[src/rtl/dp_tap_ctrl.sv]
// IEEE 1149.1 TAP controller: 16-state FSM, 5-bit IR (shift + update stages), DR strobes and TDO mux.
// Optional 1-bit bypass register is built when DP_TAP_BYPASS_EN is defined.
module dp_tap_ctrl #(
    parameter int              IR_W       = 5,
    parameter logic [IR_W-1:0] IR_RST     = 5'h01,
    parameter logic [IR_W-1:0] IR_CAP     = 5'h01,
    parameter logic [3:0]      SEL_BYPASS = 4'hF
) (
    input  logic            tck,
    input  logic            trst,
    input  logic            tms,
    input  logic            tdi,
    input  logic [3:0]      bsr_sel,
    input  logic            dr_so,
    output logic [IR_W-1:0] ir,
    output logic [3:0]      tap_state,
    output logic            capture_dr,
    output logic            shift_dr,
    output logic            update_dr,
    output logic            tlr,
    output logic            tdo,
    output logic            tdo_en
);

    typedef enum logic [3:0] {
        EX2_DR = 4'h0, EX1_DR = 4'h1, SH_DR  = 4'h2, PAU_DR = 4'h3,
        SEL_IR = 4'h4, UPD_DR = 4'h5, CAP_DR = 4'h6, SEL_DR = 4'h7,
        EX2_IR = 4'h8, EX1_IR = 4'h9, SH_IR  = 4'hA, PAU_IR = 4'hB,
        RTI    = 4'hC, UPD_IR = 4'hD, CAP_IR = 4'hE, TLR    = 4'hF
    } tap_state_e;

    tap_state_e      state_q, state_d;
    logic [IR_W-1:0] ir_sh_q, ir_q;
    logic            capture_dr_q, shift_dr_q, update_dr_q, shift_ir_q, tlr_q;
    logic            dr_src;

    always_comb begin
        state_d = state_q;
        case (state_q)
            TLR:    state_d = tms ? TLR    : RTI;
            RTI:    state_d = tms ? SEL_DR : RTI;
            SEL_DR: state_d = tms ? SEL_IR : CAP_DR;
            SEL_IR: state_d = tms ? TLR    : CAP_IR;
            CAP_DR: state_d = tms ? EX1_DR : SH_DR;
            SH_DR:  state_d = tms ? EX1_DR : SH_DR;
            EX1_DR: state_d = tms ? UPD_DR : PAU_DR;
            PAU_DR: state_d = tms ? EX2_DR : PAU_DR;
            EX2_DR: state_d = tms ? UPD_DR : SH_DR;
            UPD_DR: state_d = tms ? SEL_DR : RTI;
            CAP_IR: state_d = tms ? EX1_IR : SH_IR;
            SH_IR:  state_d = tms ? EX1_IR : SH_IR;
            EX1_IR: state_d = tms ? UPD_IR : PAU_IR;
            PAU_IR: state_d = tms ? EX2_IR : PAU_IR;
            EX2_IR: state_d = tms ? UPD_IR : SH_IR;
            UPD_IR: state_d = tms ? SEL_DR : RTI;
            default: state_d = TLR;
        endcase
    end

`ifdef DP_TAP_BYPASS_EN
    logic byp_q;
    assign dr_src = (bsr_sel == SEL_BYPASS) ? byp_q : dr_so;
`else
    logic unused_bsr;
    assign unused_bsr = ^bsr_sel;
    assign dr_src     = dr_so;
`endif

    // Strobes are registered from the next state so they line up with state_q.
    always_ff @(posedge tck) begin
        if (trst) begin
            state_q      <= TLR;
            ir_q         <= IR_RST;
            ir_sh_q      <= IR_CAP;
            capture_dr_q <= 1'b0;
            shift_dr_q   <= 1'b0;
            update_dr_q  <= 1'b0;
            shift_ir_q   <= 1'b0;
            tlr_q        <= 1'b1;
`ifdef DP_TAP_BYPASS_EN
            byp_q        <= 1'b0;
`endif
        end else begin
            state_q      <= state_d;
            capture_dr_q <= (state_d == CAP_DR);
            shift_dr_q   <= (state_d == SH_DR);
            update_dr_q  <= (state_d == UPD_DR);
            shift_ir_q   <= (state_d == SH_IR);
            tlr_q        <= (state_d == TLR);
            case (state_q)
                CAP_IR: ir_sh_q <= IR_CAP;
                SH_IR:  ir_sh_q <= {tdi, ir_sh_q[IR_W-1:1]};
                UPD_IR: ir_q    <= ir_sh_q;
                TLR:    ir_q    <= IR_RST;
                default: ;
            endcase
`ifdef DP_TAP_BYPASS_EN
            if (bsr_sel == SEL_BYPASS) begin
                if (state_q == CAP_DR)
                    byp_q <= 1'b0;
                else if (state_q == SH_DR)
                    byp_q <= tdi;
            end
`endif
        end
    end

    assign ir         = ir_q;
    assign tap_state  = state_q;
    assign capture_dr = capture_dr_q;
    assign shift_dr   = shift_dr_q;
    assign update_dr  = update_dr_q;
    assign tlr        = tlr_q;
    assign tdo_en     = shift_ir_q | shift_dr_q;
    assign tdo        = shift_ir_q ? ir_sh_q[0] : (shift_dr_q ? dr_src : 1'b0);

endmodule

[config.mk]
export PLATFORM = sky130hd
export DESIGN_NAME = dp_tap_ctrl
export DESIGN_NICKNAME = d
export VERILOG_FILES = /design/src/rtl/dp_tap_ctrl.sv
export SDC_FILE = /design/constraint.sdc
export NUM_CORES = 1
export LEC_CHECK = 0
export CAP_MARGIN = 20
export CELL_PAD_IN_SITES_DETAIL_PLACEMENT = 0
export CELL_PAD_IN_SITES_GLOBAL_PLACEMENT = 1
export CORE_ASPECT_RATIO = 0.8
export CORE_MARGIN = 3
export CORE_UTILIZATION = 35
export CTS_CLUSTER_DIAMETER = 120
export CTS_CLUSTER_SIZE = 16
export DETAILED_ROUTE_END_ITERATION = 6
export GPL_ROUTABILITY_DRIVEN = 1
export GPL_TIMING_DRIVEN = 0
export PLACE_DENSITY = 0.91
export SLEW_MARGIN = 20
export SYNTH_ARGS = -nofsm -noshare
export SYNTH_HDL_FRONTEND = slang
export SYNTH_SLANG_ARGS = --single-unit
[constraint.sdc]
create_clock -name tck -period 2.5 [get_ports tck]
set_input_delay 0.25 -clock tck [delete_from_list [all_inputs] [get_ports tck]]
set_output_delay 0.25 -clock tck [all_outputs]
set_load 0.005 [all_outputs]
==> summary.txt <==
Run status
  • Status: finished clean

GRT
  • Initial antenna violation count: 0
  • Grt ovf: 0
  • Number of global-route vias before repair: 604
  • Total GRT Usage: 0.1296
  • Largest net degree at the start of global routing: 11
  • First-pass GRT wire length: roughly 2.8 mm

Route
  • Detailed Route Iter0 Violations: 32
  • Pre-antenna DRT Iters: 4
  • Drt via density: between 5 and 6
  • Post-Route WL: between 1.5 and 2 mm
  • Residual DRC: 0
  • Remaining antenna violation count: 0
  • DR WL/cell: around 13 um
  • Routed vias: 719

Placed design
  • Pre-CTS setup slack: a little over 0.8 ns
  • HPWL after detailed placement: ~1.3 mm
  • Placed cell area: approximately 1000 um2
  • IO buf count: 18
  • Routability Congestion: 0.7449

Yosys
  • Synth Area per Inst: about 8.6 um2
  • Cells after Synth: just over 90
  • Syn Nets: just over 100
  • Post-synth EDFFs: 0
  • #FFs+latches synth: 19
  • YS warnings: 0
  • Post-Syn Area: around 800 um2
  • Top FF cell, synth: dfxtp_1
  • Yosys cell types: 25
  • Ys async rst share: 0
  • Sequential area share after synthesis: 0.4772

Timing
  • Unrepaired setup endpoints after global routing: no
  • Final Hold Vio Count: 0
  • Worst Skew: 0.004287 ns
  • Worst Tran Pin Value: around 0.43 ns
  • Fin. max-slew vios: 0
  • WHS: 0.3876 ns
  • Relative slew slack: 0.7130
  • Crit share post-route: 0.6654
  • Setup_tns: 0 ns
  • Min cycle time layout: ~1.7 ns
  • Fmax: approximately 600 MHz
  • Final setup viols: 0
  • Worst setup margin: 0.8365 ns

Layout
  • Layout cell share with drive strength beyond 1: 0.07826
  • Post-route cell area: around 1000 um2
  • Layout Nets: 125
  • Area Overhead vs Synth: 29.67%
  • Antenna Diode Count: 0

Setup path
  • Crit path cell chain: clkdlybuf4s50_1 > nand2_1 > o21ai_0 > clkdlybuf4s50_1
  • CP max stage cell: clkdlybuf4s50_1
  • CP startpoint kind: input port
  • Critical path peak fanout: 1
  • Worst path bufs/invs: 2
  • Most common cell on crit path: clkdlybuf4s50_1
  • CP arrival: approximately 1.4 ns
  • Critical path's top delay family: buffers and inverters
  • Slowest cell delay on critical path: 0.52 ns
  • Required time of the critical path: ~2.3 ns
  • Setup crit end kind: primary output
  • Crit Path Class: in -> out

CTS
  • Worst skew pair latency: around 0.30 ns
  • CTS root buf: clkbuf_4
  • Total CTS buffers: 3
  • # Post-CTS Setup Buffers: 0
  • Post-CTS resize count: 0
  • Clock Sinks: 19
  • CTS Hold Bufs: 0
  • H-Tree Depth: 1
  • CTS tree: done
  • Clock transition at path regs: roughly 0.1 ns
  • Longest Clk Path Bufs: 2

Floorplan
  • Chip height: between 40 and 50 um
  • Initial core utilization: 0.3957
  • Num rows: 14
  • Die ar.: 2889 um2
  • Ports: 24
  • Total core area: 2014 um2
  • Die X: between 50 and 60 um

Hold path
  • Hold WC Path Type: in -> reg

Job
  • Max-Cap Viols: 0

Pwr
  • Leakage dissipation: approximately 0.38 nW
  • Worst VDD drop: 0.0003410 V
  • Power Dens Cells: about 600 nW/um2
## synth_stat cells, types with 2 or more instances
cell type	n	area (um2)
dfxtp_1	19	380.4
nand2_1	14	52.55
a21oi_1	11	55.05
clkbuf_1	4	15.01
nand3b_1	4	30.03
nor2_1	4	15.01
nor3_1	4	20.02
o21ai_0	4	20.02
or3b_1	4	35.03
nand3_1	3	15.01
or3_1	3	18.77
buf_2	2	10.01
nand2b_1	2	12.51
nor2b_1	2	12.51
o21bai_1	2	15.01
or2_2	2	12.51
## where the power goes
part	leakage (nW)	switching, mW	internal, mW
clock network	0.0150	0.0926	0.0622
registers	0.155	0.0150	0.315
logic	0.209	0.0666	0.0572
total	0.378	0.174	0.434
## area by class of cell
type | instances | area [um2]
clock buffer | 4 | 26.28
buffer | 6 | 25.02
sequential | 19 | 380.4
timing repair buffer | 18 | 180.2
multi-input combinational | 67 | 387.9
tap | 24 | 30.03
inverter | 1 | 3.754
fill | 197 | 980.9
## kinds of logic after synthesis
group	count (synthesis)	synth area share
AO/OA/AOI/OAI	19	0.1319
flip-flops	19	0.4772
multiplexers	1	0.01256
AND/OR/NAND/NOR	47	0.3422
buffers and inverters	7	0.03610
## sequential cells by signal (all words and copies together), names as in the netlist
register    cells
update_dr       1
tap_state       4
tlr             1
capture_dr      1
ir_sh_q         5
shift_ir_q      1
ir              5
shift_dr        1
## layout by cell type, fill, tap and decap left out, drive strengths merged, types with 2 or more instances in the layout
cell / netlist / final
dfxtp: 19 / 19
clkdlybuf4s50: 0 / 18
nand2: 14 / 14
a21oi: 11 / 11
clkbuf: 4 / 8
nand3b: 5 / 5
o21ai: 4 / 4
or3b: 4 / 4
nor3: 4 / 4
nor2: 4 / 4
nand3: 3 / 3
or3: 3 / 3
or2: 2 / 2
nor2b: 2 / 2
o21bai: 2 / 2
buf: 2 / 2
nand2b: 2 / 2
## worst paths after layout
check,startpoint,endpoint,slack [ns],depth (start not counted)
min,trst,tap_state[3],0.39,2
max reg2reg,tap_state[2],ir[0],1.05,4
max,dr_so,tdo,0.84,4
min reg2reg,ir[2],ir[2],0.46,2
## per-layer routing
metal  track usage  wire, um  vias up
li1              -         -      364
met1        0.1826       916      331
met2        0.1745       715       22
met3       0.05319       122        2
met4       0.04528        17        0
met5             0         0        -
## per-stage QoR
step                power (mW)  cells    util
global placement        0.4564    135  0.5000
CTS                     0.6176    139  0.5130
detailed placement      0.4595    135  0.5000
global route            0.6428    139  0.5130
floorplan               0.4072     93       -
finish                  0.6083    139  0.5130
(Power assumes the default switching activity.)
